==> src/rtl/soc_system_pcp_0_benchmark_timestamper.sv <==
// Benchmark-pin edge timestamper: edge detection on the PCP benchmark PIO,
// free-running tick counter and an event FIFO that is drained over Avalon-MM.
module soc_system_pcp_0_benchmark_timestamper #(
  parameter int FIFO_DEPTH  = 16,
  parameter int FIFO_AW     = 4,
  parameter int TS_PRESCALE = 1
) (
  input  logic        clk,
  input  logic        reset_n,
  input  logic [7:0]  pin_in,
  input  logic [2:0]  address,
  input  logic        chipselect,
  input  logic        read_n,
  input  logic        write_n,
  input  logic [31:0] writedata,
  output logic [31:0] readdata,
  output logic        irq
);

  localparam int                PW       = (TS_PRESCALE > 1) ? $clog2(TS_PRESCALE) : 1;
  localparam logic [PW-1:0]     PRE_LAST = PW'(TS_PRESCALE - 1);
  localparam logic [FIFO_AW:0]  LVL_FULL = (FIFO_AW + 1)'(FIFO_DEPTH);

  logic               r_enable;
  logic               r_irq_en;
  logic [7:0]         r_rmask;
  logic [7:0]         r_fmask;
  logic [7:0]         r_prev_pins;
  logic [31:0]        r_counter;
  logic [PW-1:0]      r_prescale;
  logic [31:0]        r_mem [FIFO_DEPTH];
  logic [FIFO_AW-1:0] r_wr_ptr;
  logic [FIFO_AW-1:0] r_rd_ptr;
  logic [FIFO_AW:0]   r_level;
  logic               r_overflow;

  logic [7:0]  w_rise;
  logic [7:0]  w_fall;
  logic        w_edge_push;
  logic        w_do_push;
  logic        w_pop;
  logic        w_empty;
  logic        w_full;
  logic        w_wr;
  logic        w_rd;
  logic        w_clear;
  logic        w_unused;

  assign w_wr        = chipselect & ~write_n;
  assign w_rd        = chipselect & ~read_n;
  assign w_clear     = w_wr & (address == 3'd0) & writedata[2];
  assign w_rise      = pin_in & ~r_prev_pins & r_rmask;
  assign w_fall      = ~pin_in & r_prev_pins & r_fmask;
  assign w_empty     = (r_level == '0);
  assign w_full      = (r_level == LVL_FULL);
  assign w_edge_push = r_enable & (|(w_rise | w_fall));
  assign w_pop       = w_rd & (address == 3'd4) & ~w_empty;
  // A pop in the same cycle frees the slot, so a push into a full FIFO still lands.
  assign w_do_push   = w_edge_push & (~w_full | w_pop) & ~w_clear;
  assign irq         = r_irq_en & ~w_empty;
  assign w_unused    = ^writedata[31:8];

  // Control and mask registers plus the pin history used for edge detection.
  always_ff @(posedge clk or negedge reset_n) begin
    if (!reset_n) begin
      r_enable    <= 1'b0;
      r_irq_en    <= 1'b0;
      r_rmask     <= 8'hFF;
      r_fmask     <= 8'hFF;
      r_prev_pins <= 8'h00;
    end else begin
      r_prev_pins <= pin_in;
      if (w_wr) begin
        case (address)
          3'd0:    begin r_enable <= writedata[0]; r_irq_en <= writedata[1]; end
          3'd2:    r_rmask <= writedata[7:0];
          3'd3:    r_fmask <= writedata[7:0];
          default: ;
        endcase
      end
    end
  end

  // Prescaler and tick counter; both hold while disabled.
  always_ff @(posedge clk or negedge reset_n) begin
    if (!reset_n) begin
      r_counter  <= 32'd0;
      r_prescale <= '0;
    end else if (w_clear) begin
      r_counter  <= 32'd0;
      r_prescale <= '0;
    end else if (r_enable) begin
      if (r_prescale == PRE_LAST) begin
        r_prescale <= '0;
        r_counter  <= r_counter + 32'd1;
      end else begin
        r_prescale <= r_prescale + PW'(1);
      end
    end
  end

  // Event storage; contents need no reset because the pointers define validity.
  always_ff @(posedge clk) begin
    if (w_do_push) begin
      r_mem[r_wr_ptr] <= {w_rise, w_fall, r_counter[15:0]};
    end
  end

  // FIFO pointers, fill level and sticky overflow.
  always_ff @(posedge clk or negedge reset_n) begin
    if (!reset_n) begin
      r_wr_ptr   <= '0;
      r_rd_ptr   <= '0;
      r_level    <= '0;
      r_overflow <= 1'b0;
    end else if (w_clear) begin
      r_wr_ptr   <= '0;
      r_rd_ptr   <= '0;
      r_level    <= '0;
      r_overflow <= 1'b0;
    end else begin
      if (w_do_push) r_wr_ptr <= r_wr_ptr + FIFO_AW'(1);
      if (w_pop)     r_rd_ptr <= r_rd_ptr + FIFO_AW'(1);
      case ({w_do_push, w_pop})
        2'b10:   r_level <= r_level + (FIFO_AW + 1)'(1);
        2'b01:   r_level <= r_level - (FIFO_AW + 1)'(1);
        default: r_level <= r_level;
      endcase
      if (w_wr && (address == 3'd1)) begin
        r_overflow <= 1'b0;
      end else if (w_edge_push && w_full && !w_pop) begin
        r_overflow <= 1'b1;
      end else begin
        r_overflow <= r_overflow;
      end
    end
  end

  // Zero-latency read mux.
  always_comb begin
    readdata = 32'd0;
    if (w_rd) begin
      case (address)
        3'd0: readdata = {30'd0, r_irq_en, r_enable};
        3'd1: begin
          readdata[FIFO_AW:0] = r_level;
          readdata[8]         = w_empty;
          readdata[9]         = w_full;
          readdata[10]        = r_overflow;
        end
        3'd2: readdata = {24'd0, r_rmask};
        3'd3: readdata = {24'd0, r_fmask};
        3'd4: readdata = w_empty ? 32'd0 : r_mem[r_rd_ptr];
        3'd5: readdata = r_counter;
        default: readdata = 32'd0;
      endcase
    end else begin
      readdata = 32'd0;
    end
  end

endmodule
==> config.mk <==
export PLATFORM = sky130hd
export DESIGN_NAME = soc_system_pcp_0_benchmark_timestamper
export DESIGN_NICKNAME = d
export VERILOG_FILES = /design/src/rtl/soc_system_pcp_0_benchmark_timestamper.sv
export SDC_FILE = /design/constraint.sdc
export NUM_CORES = 1
export LEC_CHECK = 0
export BUFFER_PORTS_ARGS = -buffer_cell sky130_fd_sc_hd__buf_2
export CORE_UTILIZATION = 41
export DETAILED_ROUTE_END_ITERATION = 10
export MAX_ROUTING_LAYER = met4
export PLACE_DENSITY = 0.61
export SYNTH_ARGS = -nofsm -noshare
export SYNTH_HDL_FRONTEND = slang
export SYNTH_SLANG_ARGS = --single-unit
==> constraint.sdc <==
create_clock -name clk -period 3.5 [get_ports clk]
set_input_delay 0.175 -clock clk [delete_from_list [all_inputs] [get_ports clk]]
set_output_delay 0.175 -clock clk [all_outputs]
set_load 0.02 [all_outputs]
==> impl_metrics.yaml, run 1 <==
sta:
  rsz0062_at_grt: "false"
  setup_tns_ns: 0
  setup_viol: 0
  hold_viol: 0
  final_max_slew_viol_count: 0
  skew_ns: 0.0210
  fin_crit_sh: 0.940
  fmax_mhz: 304
  slew_headroom: 0.129
  tightest_slew_ns: 1.30
  fin_crit_ns: 3.29
global_route:
  grt.overflow.total: 0
  track_usage: 0.204
  antenna_found_initial: 1
  grt_max_degree: 57
  first_global_vias: 12272
  grt_pass1_wl_um: 82100
clock_tree:
  cts_root_buf: "clkbuf_16"
  numCtsBuffers: 58
  cts_max_path_buffers: 3
  cts_tree: "done"
  htree_levels: 2
  cts_resized: 0
  clkTransAtPathRegs_ns: 0.06
  clkLatencyLatePin_ns: 0.63
  clock_sinks: 584
route:
  dr.pass1.iters: 6
  wire_per_inst_um: 26.4
  drc: 0
  drt_iter0_markers: 889
  wirelength_um: 56300
  avgViaCountPerCell: 5.59
  ant_nets: 0
  vias: 11895
floorplan:
  ioPinCount: 81
  coreArea_um2: 56500
  die_area_um2: 58300
  die_y_um: 241
  die_x_um: 241
  start_util: 0.416
  num_rows: 87
power:
  p_leak_uw: 0.00919
  powerDensity_nw_per_um2: 739
  vdd_drop_max_mv: 0.444
placement:
  port_buffers: 56
  place_hpwl_um: 32800
  numPlacedInstances: 1999
  gp_congestion: 0.814
status:
  outcome: "finished, final reports clean"
yosys:
  synthTopCellsByArea: "edfxtp_1, mux4_2, dfrtp_1"
  syn_nets: 1231
  synth-main-ff-cell: "edfxtp_1"
  avgSynthCellArea_um2: 20.0
  netlist_area_um2: 23500
  synthDistinctLibCells: 52
  async_reset_ff_frac: 0.123
  synth_top_cell_by_area: "edfxtp_1"
  synth_cells: 1173
  synth_top_area_frac: 0.654
  synth_edf_count: 512
  ys_seq_elements: 584
  yosysWarnings: 0
  yosysSeqAreaShare: 0.732
worst_setup_path:
  startpoint_type: "flop"
  worst_ep_arrival_time_ns: 3.11
  cp-end-kind: "output pin"
  worstPathRequired_ns: 3.32
  crit_type: "reg2out"
  worst-path-max-fanout: 31
hold_path:
  hold_class: "in2reg"
layout:
  fin_cells: 2129
  final_nets: 1380
  drive_gt1_frac: 0.319
  nFillCells: 4612
  areaGrowthSynthToFinish_pct: 16.1
job:
  drv_cap: 0
critical path, stage by stage (launching register included):
cell	delay, ns
dfrtp_4	0.59
buf_12	0.29
mux4_2	0.54
mux4_2	0.55
a22oi_1	0.26
nor2_1	0.07
buf_2	0.16
power breakdown:
group	internal (µW)	total, µW	leakage, µW	switching, µW
clock network	3580	6180	0.000931	2600
registers	8680	9090	0.00553	403
logic	2300	4890	0.00273	2590
total	14600	20200	0.00919	5600
cell type report:
class / instances / area (µm²) / share of cell area
sequential: 584 / 17200 / 0.631
multi-input combinational: 513 / 6020 / 0.221
clock buffer: 78 / 1570 / 0.0575
timing repair buffer: 145 / 1140 / 0.0417
tap: 756 / 946 / 0.0347
clock inverter: 32 / 317 / 0.0116
inverter: 20 / 75.1 / 0.00275
antenna: 1 / 2.50 / 0.0000918
cell usage after synthesis (14+ instances only):
library cell    n
buf_2          18
mux2_2         20
a22o_1         21
nand3_1        14
clkbuf_1       29
and3_1         18
nand2_1        48
dfrtp_1        56
inv_1          20
mux2i_1        16
nor2_1         61
mux4_2        160
xor2_1         26
dfstp_2        16
a21oi_1        15
edfxtp_1      512
what timing repair did:
action	4_1_cts	5_1_grt
hold buffers	19	0
hold endpoints to repair	72	0
setup buffers	0	0
layout by cell type (no fill, tap or decap), types with 20 or more instances in the layout:
cell,instances
nand2_1,48
xor2_1,26
buf_4,60
mux4_2,160
inv_1,20
dfrtp_1,52
mux2_2,20
clkbuf_16,59
nor2_1,59
edfxtp_1,512
buf_2,55
a22o_1,21
layer usage:
metal | wire (µm) | track usage | vias to the layer above
li1 | - | - | 5092
met1 | 24700 | 0.276 | 6385
met2 | 27600 | 0.320 | 325
met3 | 2660 | 0.0324 | 93
met4 | 1330 | 0.0619 | 0
met5 | 0 | - | -
flip-flops by register name (all words and copies together) (netlist names):
name and count:
r_mem 512, r_counter 32, r_fmask 8, r_prev_pins 8
r_rmask 8, r_level 5, r_rd_ptr 4, r_wr_ptr 4
r_enable 1, r_irq_en 1, r_overflow 1
metrics by stage:
| stage | instance area, µm² | hold slack, ns | util | worst slack [ns] | total power (µW) |
|---|---|---|---|---|---|
| after floorplan | 23500 | -0.121 | - | 0.329 | 12500 |
| after global placement | 25200 | 0.326 | 0.446 | 0.472 | 14000 |
| after detailed placement | 25200 | 0.330 | 0.446 | 0.445 | 14200 |
| after CTS | 27300 | 0.0235 | 0.483 | 0.161 | 20400 |
| after global routing | 27300 | 0.0588 | 0.483 | 0.0991 | 20900 |
| final | 27300 | 0.0545 | 0.483 | 0.212 | 20200 |
worst paths after layout:
path                                  start      endpoint  slack (ns)  cells after the start
worst max-delay path            r_rd_ptr[0]   readdata[9]        0.21                      6
worst min-delay path                 read_n   r_rd_ptr[1]        0.05                      5
worst max register to register   r_level[1]    r_level[4]        0.42                     13
worst min register to register   r_fmask[2]    r_fmask[2]        0.50                      2
max in group asynchronous           reset_n    r_rmask[0]        2.46                      3
min in group asynchronous           reset_n  r_counter[8]        0.22                      2
logic make-up after synthesis:
group / after synthesis / synth area share
muxes: 196 / 0.170
buffers and inverters: 76 / 0.0133
and+or+nand+nor: 202 / 0.0441
xor gates and xnor gates: 37 / 0.0141
adders and majority gates: 10 / 0.00565
AOI/OAI and AO/OA: 68 / 0.0211
DFF: 584 / 0.732
No activity file was read; power rests on OpenSTA's default activity.
==> run 2, diff against run 1 <==
--- a/config.mk
+++ b/config.mk
@@ -5,6 +5,7 @@
 export SDC_FILE = /design/constraint.sdc
 export NUM_CORES = 1
 export LEC_CHECK = 0
+export ABC_AREA = 1
 export BUFFER_PORTS_ARGS = -buffer_cell sky130_fd_sc_hd__buf_2
 export CORE_UTILIZATION = 41
 export DETAILED_ROUTE_END_ITERATION = 10
==> impl_metrics.yaml, run 2 <==
worst_setup_path:
  worst_ep_arrival_time_ns: 3.14
  startpoint_type: "flop"
  cp-end-kind: "output pin"
  worst-path-max-fanout: 40
  r2r_slack_ns: 0.70
  worstPathRequired_ns: 3.32
  crit_type: "reg2out"
yosys:
  async_reset_ff_frac: 0.123
  synthDistinctLibCells: 48
  yosysWarnings: 0
  ys_seq_elements: 584
  synth_commonest_cells: "edfxtp_1, nor2_1, o21ai_0, nand2_1, nand3_1"
  netlist_area_um2: 24300
  avgSynthCellArea_um2: 12.0
  synthTopCellsByArea: "edfxtp_1, o21ai_0, dfrtp_1"
  synth_cells: 2024
  synth_top_cell_by_area: "edfxtp_1"
  synth_top_area_frac: 0.634
  yosysSeqAreaShare: 0.709
  synth_most_common_cell: "edfxtp_1"
  synth_edf_count: 512
  syn_nets: 2082
  synth-main-ff-cell: "edfxtp_1"
layout:
  mostFrequentLayoutCell: "edfxtp_1"
  final_nets: 2160
  largest_reg_flops: 512
  fin_area_um2: 27700
  final_cell_mix: "edfxtp_1, nor2_1, o21ai_0"
  top_register: "r_mem"
  areaGrowthSynthToFinish_pct: 14.3
  top_regs: "r_mem: 512 flops, r_counter: 32 flops"
  drive_gt1_frac: 0.124
  nFillCells: 5151
clock_tree:
  clock_sinks: 584
  clkTransAtPathRegs_ns: 0.06
  cts_tree: "done"
  clkLatencyLatePin_ns: 0.61
  cts_max_path_buffers: 3
  htree_levels: 2
  numCtsBuffers: 58
  cts_root_buf: "clkbuf_16"
  post_cts_buffers: 0
sta:
  tightest_slew_ns: 0.978
  final_max_slew_viol_count: 0
  fmax_mhz: 302
  setup_viol: 0
  setup_tns_ns: 0
  slew_headroom: 0.348
  rsz0062_at_grt: "false"
  skew_ns: 0.0258
  fin_crit_ns: 3.31
  fin_crit_sh: 0.946
  hold_viol: 0
route:
  dr.pass1.iters: 6
  vias: 16640
  ant_nets: 0
  drt_iter0_markers: 1652
  wire_per_inst_um: 22.8
  drc: 0
  avgViaCountPerCell: 5.71
  wirelength_um: 66400
floorplan:
  ioPinCount: 81
  die_area_um2: 60200
  die_x_um: 245
  die_y_um: 245
  coreArea_um2: 58100
  num_rows: 88
  start_util: 0.417
hold_path:
  hold_class: "in2reg"
global_route:
  grt_pass1_wl_um: 99600
  antenna_found_initial: 2
  track_usage: 0.228
  first_global_vias: 16126
  grt_max_degree: 140
  grt.overflow.total: 0
job:
  drv_cap: 0
placement:
  placed_area_um2: 25800
  place_hpwl_um: 36100
  gp_congestion: 0.905
  port_buffers: 56
status:
  outcome: "finished, final reports clean"
power:
  vdd_drop_max_mv: 0.553
  p_leak_uw: 0.00954
  powerDensity_nw_per_um2: 742
-- run 2: cell count changes after synthesis, sizes merged, moves of 22 or more --
cell / delta
a21oi: +22
buf: +34
clkbuf: +30
inv: +57
mux4: -160
nand2: +152
nand3: +61
nor2: +290
o21ai: +359
o221ai: +54
o22ai: +62
-- run 2: logic make-up after synthesis --
group           share of synthesized area
simple gates                        0.114
flops                               0.709
compound gates                      0.131
buf+inv                            0.0379
fa+ha+maj                         0.00547
xor+xnor                          0.00217
-- run 2: repair_timing --
| item | 4_1_cts | 5_1_grt |
|---|---|---|
| hold endpoints to repair | 83 | 0 |
| resized for setup | 0 | 2 |
| setup endpoints to repair | 0 | 6 |
| hold buffers | 18 | 0 |
-- run 2: metrics by stage --
step | total power [µW] | utilization | instances | setup slack (ns) | hold slack, ns
after floorplan | 12800 | - | 2024 | 0.0422 | -0.121
after detailed placement | 14800 | 0.443 | 2789 | 0.744 | 0.322
after global placement | 14600 | 0.443 | 2789 | 0.755 | 0.319
after CTS | 20600 | 0.477 | 2913 | 0.104 | 0.0533
final | 20600 | 0.477 | 2915 | 0.188 | 0.0776
after global routing | 21600 | 0.477 | 2914 | 0.0199 | 0.0946
-- run 2: report_power, final --
part	internal (µW)	switching [µW]	total (µW)
Clock	3310	2570	5870
Combinational	1700	4060	5770
Sequential	8440	501	8940
Total	13400	7130	20600
-- run 2: area by class of cell --
class                           count  area (µm²)  share of cell area
Sequential cell                   584       17200               0.621
Clock inverter                     29         221             0.00799
Clock buffer                       77        1540              0.0557
Tap cell                          765         957              0.0345
Inverter                           78         307              0.0111
Timing Repair Buffer              138        1220              0.0439
Antenna cell                        2        5.00            0.000180
Multi-Input combinational cell   1242        6270               0.226
-- run 2: path summary, 6_finish.rpt --
kind / from / end / cells after the start
worst max-delay path: r_rd_ptr[0] / readdata[10] / 8
worst min-delay path: chipselect / r_enable / 5
worst max register to register: r_fmask[0] / r_level[4] / 18
worst min register to register: r_rmask[3] / r_rmask[3] / 2
max in group asynchronous: reset_n / r_rd_ptr[1] / 2
min in group asynchronous: reset_n / r_enable / 2
-- run 2: worst max-delay path, cell delays in order, from the launching register on --
cell and delay [ns]:
dfrtp_4 0.72, buf_4 0.46, o21ai_0 0.16, o211ai_1 0.24, o21ai_1 0.11, nand2_1 0.09
nand3_1 0.16, a31oi_1 0.33, buf_2 0.24
-- run 2: routing by layer --
metal,wire [µm],vias to the layer above,GRT usage
li1,-,7548,-
met1,29000,8373,0.317
met2,31200,614,0.352
met3,4570,105,0.0274
met4,1740,0,0.0676
met5,0,-,-
==> run 3, diff against run 2 <==
--- a/config.mk
+++ b/config.mk
@@ -7,10 +7,12 @@
 export LEC_CHECK = 0
 export ABC_AREA = 1
 export BUFFER_PORTS_ARGS = -buffer_cell sky130_fd_sc_hd__buf_2
-export CORE_UTILIZATION = 41
+export CELL_PAD_IN_SITES_DETAIL_PLACEMENT = 0
+export CELL_PAD_IN_SITES_GLOBAL_PLACEMENT = 1
+export CORE_UTILIZATION = 51
 export DETAILED_ROUTE_END_ITERATION = 10
 export MAX_ROUTING_LAYER = met4
-export PLACE_DENSITY = 0.61
+export PLACE_DENSITY = 0.84
 export SYNTH_ARGS = -nofsm -noshare
 export SYNTH_HDL_FRONTEND = slang
 export SYNTH_SLANG_ARGS = --single-unit
==> impl_metrics.yaml, run 3 (synthesis results as in run 2) <==
status:
  outcome: "finished, final reports clean"
global_route:
  track_usage: 0.277
  use_met1: 0.368
  use_met2: 0.434
  use_met3: 0.0539
  first_global_vias: 16163
  grt_max_degree: 137
  antenna_found_initial: 1
  grt_pass1_wl_um: 95900
  grt.overflow.total: 0
  busiest_layer: "met2"
floorplan:
  ioPinCount: 81
  num_rows: 79
  coreArea_um2: 46800
  die_y_um: 220
  die_area_um2: 48500
  start_util: 0.519
  die_x_um: 220
sta:
  fin_crit_sh: 0.935
  setup_tns_ns: 0
  setup_viol: 0
  tightest_slew_ns: 0.930
  fin_crit_ns: 3.27
  skew_ns: 0.0216
  rsz0062_at_grt: "false"
  final_max_slew_viol_count: 0
  slew_headroom: 0.380
  fmax_mhz: 306
  hold_viol: 0
  setup_slack_ns: 0.228
layout:
  final_cell_mix: "edfxtp_1, nor2_1, o21ai_0"
  finalCoreUtilization: 0.590
  areaGrowthSynthToFinish_pct: 13.6
  drive_gt1_frac: 0.124
  final_nets: 2164
  top_register: "r_mem"
  mostFrequentLayoutCell: "edfxtp_1"
  top_regs: "r_mem: 512 flops, r_counter: 32 flops"
  largest_reg_flops: 512
hold_path:
  min_delay_path_depth: 6
  min_to: "r_irq_en"
  hp-start: "address[1]"
  hold_class: "in2reg"
worst_setup_path:
  r2r-start: "r_rmask[5]"
  path_delay_family: "buffers and inverters"
  critPathBufInv: 3
  rr_worst_depth: 18
  reg2reg_to: "r_level[4]"
  worst-path-max-fanout: 66
  worstPathRequired_ns: 3.32
  path_cells: "inv_6, buf_4, nor2_1, nor2_1, o21ai_0, o211ai_1, nand3_1, nand2_1, nand2_1, a31oi_1, buf_2"
  cp-end-kind: "output pin"
  r2r_slack_ns: 0.72
  worst_ep_arrival_time_ns: 3.10
  startpoint_type: "flop"
  slowest_stage: "dfrtp_4"
  cp_slowest_stage_delay_ns: 0.53
  crit_type: "reg2out"
power:
  pwr-share-seq: 0.434
  internal_power_uw: 13600
  powerDensity_nw_per_um2: 751
  p_switching_uw: 7110
  p_sw_frac: 0.344
  vdd_drop_max_mv: 0.698
  p_leak_uw: 0.00957
  combPwrFrac: 0.282
  clkPwrFrac: 0.284
route:
  wirelength_um: 64000
  dr.pass1.iters: 5
  wire_per_inst_um: 23.2
  ant_nets: 0
  avgViaCountPerCell: 6.07
  vias: 16712
  drc: 0
  drt_iter0_markers: 1501
placement:
  gp_congestion: 0.853
  port_buffers: 56
  place_hpwl_um: 37300
  pre_cts_ws_ns: 0.771
clock_tree:
  cts_tree: "done"
  cts_resized: 0
  cts_max_path_buffers: 3
  numCtsBuffers: 56
  clock_sinks: 584
  clkLatencyLatePin_ns: 0.62
  cts_root_buf: "clkbuf_16"
  htree_levels: 2
  clkTransAtPathRegs_ns: 0.06
job:
  drv_cap: 0
## run 3: repair_timing
action / CTS / global route
hold buffers: 18 / 0
buffers inserted: 0 / 0
hold endpoints to repair: 83 / 0
## run 3: power by group through the flow
stage / sequential (µW) / combinational, µW / clock, µW
after global placement: 9070 / 5610 / 0
after detailed placement: 9100 / 5770 / 0
after floorplan: 8880 / 3960 / 0
after global routing: 9040 / 6420 / 6200
after CTS: 8960 / 5820 / 5940
final: 8980 / 5850 / 5880
## run 3: stage by stage
stage	power (µW)	cell area, µm²	instances	hold WS, ns
after floorplan	12800	24300	2024	-0.121
after global placement	14700	25600	2637	0.326
after detailed placement	14900	25600	2637	0.326
after CTS	20700	27600	2753	0.0490
after global routing	21700	27600	2754	0.105
final	20700	27600	2754	0.0859
## run 3: tightest hold or removal path: cells and delay by family
family	cells	cell delay, ns
buffers and inverters	1	0.09
AO/OA/AOI/OAI	1	0.04
AND/OR/NAND/NOR	4	0.33
## run 3: area by class of cell
cell class / count / area (µm²)
fillers: 3630 / 19200
flip-flops and latches: 584 / 17200
multi-input cells: 1242 / 6270
clock buffers: 75 / 1520
repair buffers: 144 / 1280
well taps: 607 / 759
inverters: 78 / 298
clock inverters: 23 / 236
diodes: 1 / 2.50
## run 3: layer usage
layer  up-vias  wire length [µm]
li1       7552                 -
met1      8171             25700
met2       873             30300
met3       116              6270
met4         0              1680
met5         -                 0
## run 3: how the worst max path moves through the flow
stage,endpoint,cells after the start,slack [ns],from
floorplan,r_mem[11][0],10,0.04,r_rmask[0]
global placement,r_level[4],18,0.80,r_rmask[7]
detailed placement,r_level[4],18,0.77,r_rmask[5]
CTS,readdata[20],10,0.27,r_rd_ptr[1]
global route,readdata[8],11,0.04,r_rd_ptr[0]
finish,readdata[8],11,0.23,r_rd_ptr[0]
